===== src/rtl/patch_collect_conv.sv =====
// Receive side of the conv patch address generator: aligns issued elements with
// IFM RAM read data, zero-fills padding and hands complete 3x3 patches to the MAC array.
module patch_collect_conv #(
    parameter int unsigned DATA_WIDTH  = 8,
    parameter int unsigned BURST_SIZE  = 9,
    parameter int unsigned RAM_LATENCY = 1,
    parameter int unsigned NUM_PATCHES = 784
) (
    input  logic                              clk,
    input  logic                              rst,
    input  logic                              start,
    output logic                              gen_enable,
    input  logic                              gen_valid,
    input  logic                              gen_zero_pad,
    input  logic                              gen_done,
    input  logic [DATA_WIDTH-1:0]             ram_rdata,
    output logic [BURST_SIZE*DATA_WIDTH-1:0]  patch_data,
    output logic [BURST_SIZE-1:0]             patch_pad_mask,
    output logic                              patch_valid,
    input  logic                              patch_ready,
    output logic [9:0]                        patch_idx,
    output logic                              busy,
    output logic                              frame_done,
    output logic                              err_overflow
);

    localparam int unsigned CW = 4;
    localparam int unsigned IW = 10;
    localparam int unsigned PW = BURST_SIZE * DATA_WIDTH;

    typedef enum logic [1:0] {
        S_IDLE    = 2'd0,
        S_COLLECT = 2'd1,
        S_DRAIN   = 2'd2,
        S_OUTPUT  = 2'd3
    } state_t;

    state_t state_q, state_d;
    logic [CW-1:0] issue_cnt_q, issue_cnt_d;
    logic [CW-1:0] cap_cnt_q, cap_cnt_d;
    logic [IW-1:0] patch_idx_q, patch_idx_d;
    logic [PW-1:0] data_q, data_d;
    logic [BURST_SIZE-1:0] mask_q, mask_d;
    logic err_q, err_d;
    logic frame_done_q, frame_done_d;
    logic gen_enable_q, gen_enable_d;
    logic patch_valid_q, patch_valid_d;
    logic busy_q, busy_d;

    // Tag pipeline: entry RAM_LATENCY-1 lines up with ram_rdata for its element
    logic [RAM_LATENCY-1:0]         tv_q, tv_d;
    logic [RAM_LATENCY-1:0]         tp_q, tp_d;
    logic [RAM_LATENCY-1:0][CW-1:0] ti_q, ti_d;

    logic push;
    logic head_v;
    logic head_p;
    logic [CW-1:0] head_i;

    always_comb begin
        state_d       = state_q;
        issue_cnt_d   = issue_cnt_q;
        cap_cnt_d     = cap_cnt_q;
        patch_idx_d   = patch_idx_q;
        data_d        = data_q;
        mask_d        = mask_q;
        err_d         = err_q;
        frame_done_d  = 1'b0;
        tv_d          = tv_q;
        tp_d          = tp_q;
        ti_d          = ti_q;

        head_v = tv_q[RAM_LATENCY-1];
        head_p = tp_q[RAM_LATENCY-1];
        head_i = ti_q[RAM_LATENCY-1];
        push   = (state_q == S_COLLECT) && gen_valid && (issue_cnt_q < CW'(BURST_SIZE));

        for (int i = RAM_LATENCY - 1; i > 0; i--) begin
            tv_d[i] = tv_q[i-1];
            tp_d[i] = tp_q[i-1];
            ti_d[i] = ti_q[i-1];
        end
        tv_d[0] = push;
        tp_d[0] = gen_zero_pad;
        ti_d[0] = issue_cnt_q;

        if (push) begin
            issue_cnt_d = issue_cnt_q + CW'(1);
        end

        // Capture is independent of state; an excess tag is dropped and flagged
        if (head_v) begin
            if (cap_cnt_q == CW'(BURST_SIZE)) begin
                err_d = 1'b1;
            end else begin
                for (int unsigned k = 0; k < BURST_SIZE; k++) begin
                    if (head_i == CW'(k)) begin
                        data_d[k*DATA_WIDTH +: DATA_WIDTH] = head_p ? '0 : ram_rdata;
                        mask_d[k] = head_p;
                    end
                end
                cap_cnt_d = cap_cnt_q + CW'(1);
            end
        end

        case (state_q)
            S_IDLE: begin
                if (start) begin
                    state_d     = S_COLLECT;
                    issue_cnt_d = '0;
                    cap_cnt_d   = '0;
                    patch_idx_d = '0;
                end
            end
            S_COLLECT: begin
                if (gen_done) begin
                    state_d = (cap_cnt_d == CW'(BURST_SIZE)) ? S_OUTPUT : S_DRAIN;
                end
            end
            S_DRAIN: begin
                if (cap_cnt_d == CW'(BURST_SIZE)) begin
                    state_d = S_OUTPUT;
                end else if ((issue_cnt_q < CW'(BURST_SIZE)) && (tv_d == '0)) begin
                    // Short patch: never-issued slots become unpadded zeros
                    state_d = S_OUTPUT;
                    err_d   = 1'b1;
                    for (int unsigned k = 0; k < BURST_SIZE; k++) begin
                        if (CW'(k) >= issue_cnt_q) begin
                            data_d[k*DATA_WIDTH +: DATA_WIDTH] = '0;
                            mask_d[k] = 1'b0;
                        end
                    end
                end
            end
            S_OUTPUT: begin
                if (patch_ready) begin
                    if (patch_idx_q == IW'(NUM_PATCHES - 1)) begin
                        state_d      = S_IDLE;
                        frame_done_d = 1'b1;
                        patch_idx_d  = '0;
                    end else begin
                        state_d     = S_COLLECT;
                        patch_idx_d = patch_idx_q + IW'(1);
                        issue_cnt_d = '0;
                        cap_cnt_d   = '0;
                    end
                end
            end
            default: state_d = S_IDLE;
        endcase

        gen_enable_d  = (state_d == S_COLLECT);
        patch_valid_d = (state_d == S_OUTPUT);
        busy_d        = (state_d != S_IDLE);
    end

    always_ff @(posedge clk) begin
        if (rst) begin
            state_q       <= S_IDLE;
            issue_cnt_q   <= '0;
            cap_cnt_q     <= '0;
            patch_idx_q   <= '0;
            data_q        <= '0;
            mask_q        <= '0;
            err_q         <= 1'b0;
            frame_done_q  <= 1'b0;
            gen_enable_q  <= 1'b0;
            patch_valid_q <= 1'b0;
            busy_q        <= 1'b0;
            tv_q          <= '0;
            tp_q          <= '0;
            ti_q          <= '0;
        end else begin
            state_q       <= state_d;
            issue_cnt_q   <= issue_cnt_d;
            cap_cnt_q     <= cap_cnt_d;
            patch_idx_q   <= patch_idx_d;
            data_q        <= data_d;
            mask_q        <= mask_d;
            err_q         <= err_d;
            frame_done_q  <= frame_done_d;
            gen_enable_q  <= gen_enable_d;
            patch_valid_q <= patch_valid_d;
            busy_q        <= busy_d;
            tv_q          <= tv_d;
            tp_q          <= tp_d;
            ti_q          <= ti_d;
        end
    end

    assign gen_enable     = gen_enable_q;
    assign patch_data     = data_q;
    assign patch_pad_mask = mask_q;
    assign patch_valid    = patch_valid_q;
    assign patch_idx      = patch_idx_q;
    assign busy           = busy_q;
    assign frame_done     = frame_done_q;
    assign err_overflow   = err_q;

endmodule


===== config.mk =====
export PLATFORM = sky130hd
export DESIGN_NAME = patch_collect_conv
export DESIGN_NICKNAME = d
export VERILOG_FILES = /design/src/rtl/patch_collect_conv.sv
export SDC_FILE = /design/constraint.sdc
export NUM_CORES = 1
export LEC_CHECK = 0
export ABC_AREA = 1
export BUFFER_PORTS_ARGS = -buffer_cell sky130_fd_sc_hd__buf_2
export CAP_MARGIN = 0
export CORE_ASPECT_RATIO = 0.6
export CORE_MARGIN = 1.5
export CORE_UTILIZATION = 44
export CTS_CLUSTER_SIZE = 16
export DETAILED_ROUTE_END_ITERATION = 6
export HOLD_SLACK_MARGIN = 0.05
export PLACE_DENSITY = 0.67
export SLEW_MARGIN = 20
export SYNTH_ARGS = -nofsm -noshare
export SYNTH_HDL_FRONTEND = slang
export SYNTH_SLANG_ARGS = --single-unit

===== constraint.sdc =====
create_clock -name clk -period 4.08 [get_ports clk]
set_input_delay 0.408 -clock clk [delete_from_list [all_inputs] [get_ports clk]]
set_output_delay 0.408 -clock clk [all_outputs]
set_load 0.01 [all_outputs]

**Yosys cells after proc, flatten, opt, wreduce, memory -nomap -nowiden**

Cells that the tools add are included.

- Bits in registers: 112
- Input port bits: 15
- Output and inout bits: 96
- Word-level logic and storage cells: 133

- Add/subtract/negate cells: 3
- Magnitude comparators: 10
- Equal/unequal tests: 18
- Mux-type cells: 76
- Bitwise operators: 3
- Reductions and logical operators: 9

Operator list:

| cell | count |
|---|---|
| $mux W72 | 5 |
| $mux W8 | 19 |
| $mux W9 | 5 |
| $mux W4 | 9 |
| $mux W10 | 3 |
| $mux W1 | 26 |
| $pmux W10 S2 | 1 |
| $eq A4 B3 Y1 const B | 4 |
| $ge A3 B4 Y1 const A | 4 |
| $pmux W4 S2 | 2 |
| $eq A4 B4 Y1 const B | 3 |
| $add A10 B1 Y10 const B | 1 |
| $eq A10 B10 Y1 const B | 1 |
| $mux W2 | 5 |
| $add A4 B1 Y4 const B | 2 |
| $eq A4 B2 Y1 const B | 2 |
| $ge A1 B4 Y1 const A | 2 |
| $ge A2 B4 Y1 const A | 2 |
| $pmux W2 S4 | 1 |
| $eq A2 B2 Y1 const B | 3 |
| $eq A2 B1 Y1 const B | 2 |
| $eq A4 B1 Y1 const B | 1 |
| $ge A4 B4 Y1 const A | 1 |
| $logic_not A4 Y1 | 1 |
| 8 further kinds | 14 |

**Depth between registers and ports, before layout**

Gate-level depths: netlist (run 1).

- Depth in word-level cells: 9
- Mapped depth: 13
- Gate-level depth less buffers: 13

**Worst setup path before layout (run 1)**

OpenSTA, ideal clock, no wires.

- Path kind: register -> register
- Start: register state_q[0]
- End: register patch_idx_q[0] (netlist: patch_idx[0])
- Arrival: 1.648 ns
- Required time: 3.964 ns
- Slack: 2.316 ns
- Stages on the path, launching flop included: 11
- Cell sequence: dfxtp_1 -> inv_1 -> ha_1 -> inv_1 -> or2_2 -> o21ai_0 -> inv_1 -> o21ai_0 -> buf_2 -> nor2_1 -> o211a_1

- Longest elaborated chain between the ends: 3

Ends and longest elaborated chain:

| what | RTL line | source |
|---|---|---|
| start, declared | 38 | `state_t state_q, state_d;` |
| start signal, assigned | 174 | `state_q <= state_d;` |
| $eq A2 B2 Y1 / $logic_not A2 Y1 (equally long branches) | 106 | `case (state_q)` |
| $ne A2 B2 Y1 (no source line) / $reduce_bool A2 Y1 (equally long branches) | -- |  |
| $reduce_and A3 Y1 (no source line) | -- |  |
| end signal, assigned | 177 | `patch_idx_q <= patch_idx_d;` |
| end, declared | 41 | `logic [IW-1:0] patch_idx_q, patch_idx_d;` |

Several ways; a longest one is shown, not always the timed one.
A chain may end at the register's enable or synchronous reset.

**Final worst setup path (run 1)**

- Start: register state_q[0]
- End: register patch_idx_q[3] (netlist: patch_idx[3])

Same word-level chain as after synthesis.

==> results of run 1 <==
power breakdown:
| group | internal [mW] | leakage [nW] | switching, mW | total (mW) |
|---|---|---|---|---|
| clock | 0.484 | 0.152 | 0.396 | 0.880 |
| sequential | 1.11 | 0.904 | 0.0115 | 1.12 |
| combinational | 0.0441 | 1.81 | 0.126 | 0.170 |
per-layer routing:
layer / global-route usage [%] / vias up / share of wire (%)
li1: - / 2287 / -
met1: 33.3 / 2061 / 51
met2: 32.7 / 191 / 41
met3: 5.13 / 11 / 7.5
met4: 3.98 / 0 / 0.72
met5: 0 / - / 0
through the flow:
step | instances | utilization (%) | worst slack, ns
after global placement | 884 | 51.1 | 1.86
after global routing | 900 | 54.0 | 1.60
final | 900 | 54.0 | 1.78
after floorplan | 655 | - | 2.32
after detailed placement | 884 | 51.1 | 1.76
after CTS | 900 | 54.0 | 1.75
sequential cells by signal, summed over array words and instances, names as in the netlist:
signal	cells
head_i	4
head_v	1
state_q	2
issue_cnt_q	4
gen_enable	1
patch_valid	1
head_p	1
patch_data	72
patch_pad_mask	9
frame_done	1
patch_idx	10
busy	1
cap_cnt_q	4
err_overflow	1
critical path, cell delays in order, from the launching register on:
cell	delay [ns]
dfxtp_1	0.35
inv_1	0.17
ha_1	0.22
inv_1	0.06
or2_2	0.29
o21ai_0	0.10
inv_1	0.06
o21ai_1	0.40
inv_1	0.29
o21ai_0	0.15
and3_1	0.16
kinds of logic (layout without fill, tap and decap cells):
kind of cell	count (synthesis)	after routing	synth area share, %
multiplexers	2	2	0.412
buffers and inverters	111	217	9.66
AND/OR/NAND/NOR	301	301	27.3
flip-flops	112	112	46.2
adder cells (fa/ha/maj)	11	11	2.83
XOR/XNOR	2	2	0.361
AO/OA/AOI/OAI	116	116	13.3
Yosys cell counts, types with 3 or more instances:
cell	number	area [um^2]
ha_1	11	138
inv_1	85	319
buf_6	5	56.3
nand3_4	3	52.6
a22oi_1	3	22.5
nor2_1	113	424
o211ai_1	6	45.0
or2_2	3	18.8
nand2_1	123	462
clkbuf_1	6	22.5
o2111ai_1	6	52.6
dfxtp_1	112	2240
inv_2	4	15.0
o21ai_0	59	295
nor3_1	19	95.1
a21oi_1	35	175
nand4_1	6	37.5
buf_2	6	30.0
nand3_1	20	100
cell type report:
class                           count  area [um^2]
Fill cell                        1045         4910
Sequential cell                   112         2240
Multi-Input combinational cell    432         2140
Timing Repair Buffer              111          558
Inverter                           90          338
Clock buffer                       13          280
Tap cell                          139          174
Clock inverter                      3         22.5
final timing paths:
kind	to	cells after the start	start	slack [ns]
max reg2reg	patch_idx[3]	10	state_q[0]	1.78
min	head_p	3	gen_zero_pad	0.27
min reg2reg	patch_data[39]	2	patch_data[39]	0.48
max	patch_idx[3]	10	state_q[0]	1.78
==> flow_summary.toml, run 1 <==
[placed_design]
place_area_um2 = 5460
place_hpwl_um = 9540
port_buffers = 110
gp_congestion = 0.874

[worst_setup_path]
cp.required_ns = 4.37
start_kind = "flop"
crit_fanout = 11
arrival_ns = 2.59
end_kind = "flop"
criticalPathCategory = "reg2reg"

[timing]
rsz0062_at_grt = "no"
finalSetupViolCount = 0
setup_tns_ns = 0
maxSlewHeadroom_pct = 50.9
fin_skew_ns = 0.00463
finalMaxSlewViolations = 0
holdWs_ns = 0.269
fmaxAchievable_mhz = 434
hold_viol_final = 0
tightest_slew_ns = 0.732
period_needed_ns = 2.30
finalCritPeriodShare_pct = 56.4

[die]
pin_count = 111
rows = 29
fp.dieH_um = 84.4
core-area_um2 = 10700
fp.dieW_um = 139
dieArea_um2 = 11700
start_util_pct = 45.5

[logic_synthesis]
ys_ff_latch = 112
synth-edff-count = 0
ys.flop_type = "dfxtp_1"
syn_avg_cell_area_um2 = 7.41
yosysUniqueCellTypes = 41
yosysSeqAreaShare_pct = 46.2
synth_nets = 681
syn_area_um2 = 4860
yosysWarnings = 0
synth-async-reset-ratio_pct = 0
postSynthCellCount = 655

[final_layout]
nets = 782
mostFrequentLayoutCell = "nand2_1"
final_cell_mix = "123 x nand2_1, 113 x nor2_1, 112 x dfxtp_1, 110 x buf_2, 85 x inv_1"
syn_to_final_growth_pct = 18.6
n_antenna_cell = 0
layout-drive-gt1-share_pct = 19.6
finish.instance_area_um2 = 5760

[cts]
cts_setup_buffers = 0
clkLatencyLatePin_ns = 0.34
holdBufCountCts = 0
cts_tree = "done"
clkTransAtPathRegs_ns = 0.07
h-tree-depth = 3
root_buffer = "clkbuf_16"
cts_sinks = 112
clockBufferDepth = 2
numCtsBuffers = 9
cts_resized = 0

[route]
vias = 4550
drt-total-wl_um = 12900
firstDrtPassIters = 4
viasPerCell = 5.06
ant_nets = 0
wire_per_inst_um = 14.3
drc = 0
first_iter_violations = 340

[run]
maxCapViolCount = 0

[global_routing]
antenna_found_initial = 0
grt_first_pass_wirelength_um = 20700
gr-usage-all-layers_pct = 22.2
grt_max_degree = 26
grt_overflow = 0
grt_pass1_vias = 4117

[outcome]
status = "finished clean"

[worst_hold_path]
min-delay-path-class = "in2reg"

[pwr]
power_mw = 2.17
peakVddDrop_v = 0.000229
p_leak_nw = 2.86
power.density_nw_per_um2 = 377
No activity file was read; power rests on OpenSTA's default activity.
==> inputs of run 2 (changes only) <==
- PLACE_DENSITY: 0.67 -> 0.7
- clock period: 4.08 -> 2 ns (I/O delays scaled with it)
==> flow_summary.toml, run 2 (synthesis results as in run 1) <==
[route]
wire_per_inst_um = 14.5
drc = 0
drt-total-wl_um = 13400
firstDrtPassIters = 5
vias = 4700
viasPerCell = 5.08
first_iter_violations = 335
ant_nets = 0

[cts]
h-tree-depth = 3
clkLatencyLatePin_ns = 0.35
numCtsBuffers = 9
cts_sinks = 112
root_buffer = "clkbuf_16"
clkTransAtPathRegs_ns = 0.08
cts_tree = "done"
clockBufferDepth = 2

[final_layout]
n_antenna_cell = 0
layout-drive-gt1-share_pct = 24.4
final_cell_mix = "118 x nand2_1, 110 x nor2_1, 110 x buf_2, 108 x dfxtp_1, 82 x inv_1"
finish.instance_area_um2 = 6030
mostFrequentLayoutCell = "nand2_1"
fin_util_pct = 56.5
nFillCells = 1011
nets = 808
syn_to_final_growth_pct = 24.1
largest_register_ffs = 72

[worst_hold_path]
min_path_cells = 3
hp-start = "patch_ready"
min_to = "frame_done"
min-delay-path-class = "in2reg"

[run]
maxCapViolCount = 0

[pwr]
peakVddDrop_v = 0.000485
p_leak_nw = 2.97
power.density_nw_per_um2 = 755
power_mw = 4.55

[timing]
rsz0062_at_grt = "no"
setup_tns_ns = 0
fin_skew_ns = 0.00956
setup_ws_ns = 0.151
finalMaxSlewViolations = 0
tightest_slew_ns = 0.523
hold_viol_final = 0
finalCritPeriodShare_pct = 92.5
finalSetupViolCount = 0
maxSlewHeadroom_pct = 65.1
fmaxAchievable_mhz = 541
period_needed_ns = 1.85

[placed_design]
place_hpwl_um = 9860
dp_slack_ns = 0.0500
place_area_um2 = 5640
port_buffers = 110
gp_congestion = 0.879

[die]
rows = 29
core-area_um2 = 10700
pin_count = 111
fp.dieH_um = 84.4
fp.dieW_um = 139
start_util_pct = 45.5
dieArea_um2 = 11700

[worst_setup_path]
r2r_start = "cap_cnt_q[1]"
arrival_ns = 2.12
r2r-end = "patch_data[18]"
criticalPathCategory = "reg2reg"
cp.required_ns = 2.27
end_kind = "flop"
regToRegSetupSlack_ns = 0.15
reg2reg_depth = 12
crit_fanout = 9
start_kind = "flop"

[global_routing]
grt_first_pass_wirelength_um = 21300
grt_pass1_vias = 4262
antenna_found_initial = 0
gr-usage-all-layers_pct = 22.9
grt_max_degree = 25
grt_overflow = 0

[outcome]
status = "finished clean"
-- run 2: changes by cell type in the layout (fill, tap and decap cells not counted), sizes merged --
cell         change
buf             +25
bufinv           +1
clkbuf           -3
clkinvlp         +3
dlygate4sd3      +1
inv              -1
-- run 2: how the worst max path moves through the flow --
stage,start,to,slack (ns),cells after the start
after floorplan,state_q[0],patch_idx[0],0.24,10
after global placement,state_q[1],patch_data[42],0.10,11
after detailed placement,state_q[1],patch_data[42],0.05,11
after CTS,cap_cnt_q[1],patch_data[18],0.02,12
after global routing,cap_cnt_q[1],patch_data[24],0.004,13
final,cap_cnt_q[1],patch_data[18],0.15,12
-- run 2: worst max-delay path, cell delays in order, from the launching register on --
cell and delay, ns:
dfxtp_2 0.36, inv_1 0.05, ha_2 0.18, nand3_4 0.13, nand2_2 0.09, nand2_1 0.07, nand2_1 0.08, nor2_2 0.14
nand2_4 0.13, nand4_1 0.19, nor2_2 0.04, buf_4 0.16, nor3_1 0.15
-- run 2: layer usage --
| layer | vias up | global-route usage, % | share of wire [%] |
|---|---|---|---|
| met5 | - | 0 | 0 |
| met3 | 13 | 5.88 | 8.9 |
| met4 | 0 | 6.06 | 0.97 |
| met1 | 2154 | 33.1 | 49 |
| li1 | 2350 | - | - |
| met2 | 183 | 34.1 | 41 |
-- run 2: what timing repair did --
item / CTS / global route
hold endpoints to repair: 1 / 0
setup buffers: 0 / 1
resized for setup: 0 / 22
hold buffers: 1 / 0
endpoints found under the setup margin: 0 / 86
-- run 2: power by group --
part	switching, mW	leakage, nW	internal, mW
logic	0.278	1.91	0.135
clock network	0.848	0.149	1.01
registers	0.0204	0.906	2.26
-- run 2: final cells by class --
type | count | area, um^2 | area share, %
clock inverter | 6 | 65.1 | 1.08
tap | 139 | 174 | 2.89
inverter | 90 | 348 | 5.77
clock buffer | 10 | 239 | 3.96
sequential | 112 | 2250 | 37.3
multi-input combinational | 432 | 2190 | 36.3
timing repair buffer | 137 | 768 | 12.7
-- run 2: through the flow --
stage               hold slack (ns)  cells
floorplan                     0.307    655
global placement              0.409    908
detailed placement            0.410    908
CTS                           0.136    925
global route                  0.142    926
finish                        0.132    926
==> inputs of run 3 (changes only) <==
- CORE_MARGIN: 1.5 -> 8
==> flow_summary.toml, run 3 (synthesis results as in run 1) <==
[timing]
setup_tns_ns = 0
finalCritPeriodShare_pct = 96.0
hold_viol_final = 0
rsz0062_at_grt = "yes"
finalMaxSlewViolations = 0
fin_skew_ns = 0.00672
maxSlewHeadroom_pct = 58.8
setup_ws_ns = 0.0794
fmaxAchievable_mhz = 521
tightest_slew_ns = 0.618
holdWs_ns = 0.0564
period_needed_ns = 1.92
finalSetupViolCount = 0

[final_layout]
mostFrequentLayoutCell = "nand2_1"
largest_register_ffs = 72
layout-drive-gt1-share_pct = 25.0
n_antenna_cell = 0
final_cell_mix = "118 x nand2_1, 110 x nor2_1, 110 x dfxtp_1, 110 x buf_2, 81 x inv_1"
fin_util_pct = 56.8
nets = 814
nFillCells = 1019
syn_to_final_growth_pct = 24.7

[route]
drt-total-wl_um = 14500
firstDrtPassIters = 5
first_iter_violations = 309
vias = 4771
viasPerCell = 5.12
drc = 0
ant_nets = 0
wire_per_inst_um = 15.6

[placed_design]
place_hpwl_um = 10800
gp_congestion = 0.858
dp_slack_ns = -0.0441
port_buffers = 110

[outcome]
status = "finished clean"

[die]
rows = 29
start_util_pct = 45.5
core-area_um2 = 10700
fp.dieW_um = 152
pin_count = 111
dieArea_um2 = 14800
fp.dieH_um = 97.4

[worst_setup_path]
crit_chain = "buf_4 -> ha_1 -> nand3_1 -> nand2_2 -> nor2_4 -> nor2_2 -> nand2_4 -> nand4_1 -> buf_4 -> nor2_2 -> nor3_1"
path_buf_inv = 2
criticalPathCategory = "reg2reg"
cp_slowest_cell = "dfxtp_1"
arrival_ns = 2.16
cp.required_ns = 2.24
end_kind = "flop"
crit_fanout = 8
start_kind = "flop"
crit_family = "simple AND/OR/NAND/NOR gates"
slowest_delay_ns = 0.32

[cts]
cts_tree = "done"
clkTransAtPathRegs_ns = 0.07
clockBufferDepth = 2
cts_sinks = 112
clkLatencyLatePin_ns = 0.35
numCtsBuffers = 9
h-tree-depth = 3
root_buffer = "clkbuf_16"

[global_routing]
grt_max_degree = 25
gr-usage-all-layers_pct = 19.5
grt_first_pass_wirelength_um = 23200
grt_pass1_vias = 4508
grt_overflow = 0
antenna_found_initial = 0

[pwr]
power_mw = 4.50
p_leak_nw = 2.98
peakVddDrop_v = 0.000438
power.density_nw_per_um2 = 743

[run]
maxCapViolCount = 0

[worst_hold_path]
min-delay-path-class = "in2reg"
## run 3: final timing paths
path | start | to | cells past startpoint | slack (ns)
worst max-delay path | cap_cnt_q[0] | patch_data[21] | 11 | 0.08
worst min-delay path | gen_zero_pad | head_p | 3 | 0.06
worst max register to register | cap_cnt_q[0] | patch_data[21] | 11 | 0.08
worst min register to register | patch_data[27] | patch_data[27] | 2 | 0.48
## run 3: tightest hold or removal path: cells and delay by family
family / cells / cell delay (ns)
simple gates: 1 / 0.07
buf+inv: 2 / 0.11
## run 3: through the flow
stage                     instance area [um^2]  instances
final                                     6050        932
after global routing                      6050        932
after CTS                                 5940        925
after detailed placement                  5640        909
after global placement                    5640        909
after floorplan                           4860        655
## run 3: power breakdown
group / internal [mW] / switching, mW / total [mW] / leakage (nW)
registers: 2.26 / 0.0201 / 2.28 / 0.905
logic: 0.133 / 0.280 / 0.413 / 1.93
clock network: 0.958 / 0.846 / 1.80 / 0.147
## run 3: final cells by class
| cell class | instances | area (um^2) | share of cell area (%) |
|---|---|---|---|
| Timing Repair inverter | 1 | 5.00 | 0.0827 |
| Multi-Input combinational cell | 433 | 2210 | 36.5 |
| Clock buffer | 13 | 270 | 4.46 |
| Sequential cell | 112 | 2240 | 37.1 |
| Tap cell | 139 | 174 | 2.87 |
| Clock inverter | 3 | 22.5 | 0.372 |
| Timing Repair Buffer | 141 | 783 | 12.9 |
| Inverter | 90 | 345 | 5.70 |
## run 3: per-layer routing
metal	part of all wire (%)	global-route usage [%]	vias up
li1	-	-	2367
met4	0.76	2.77	0
met2	42	29.5	197
met5	0	0	-
met1	47	27.1	2195
met3	10	5.95	12
## run 3: timing repair
action,in CTS,in global routing
gates resized for setup,1,22
endpoints found under the setup margin,13,89
buffers inserted,0,5
hold buffers,0,0
pin swaps,0,5
gates cloned,0,2
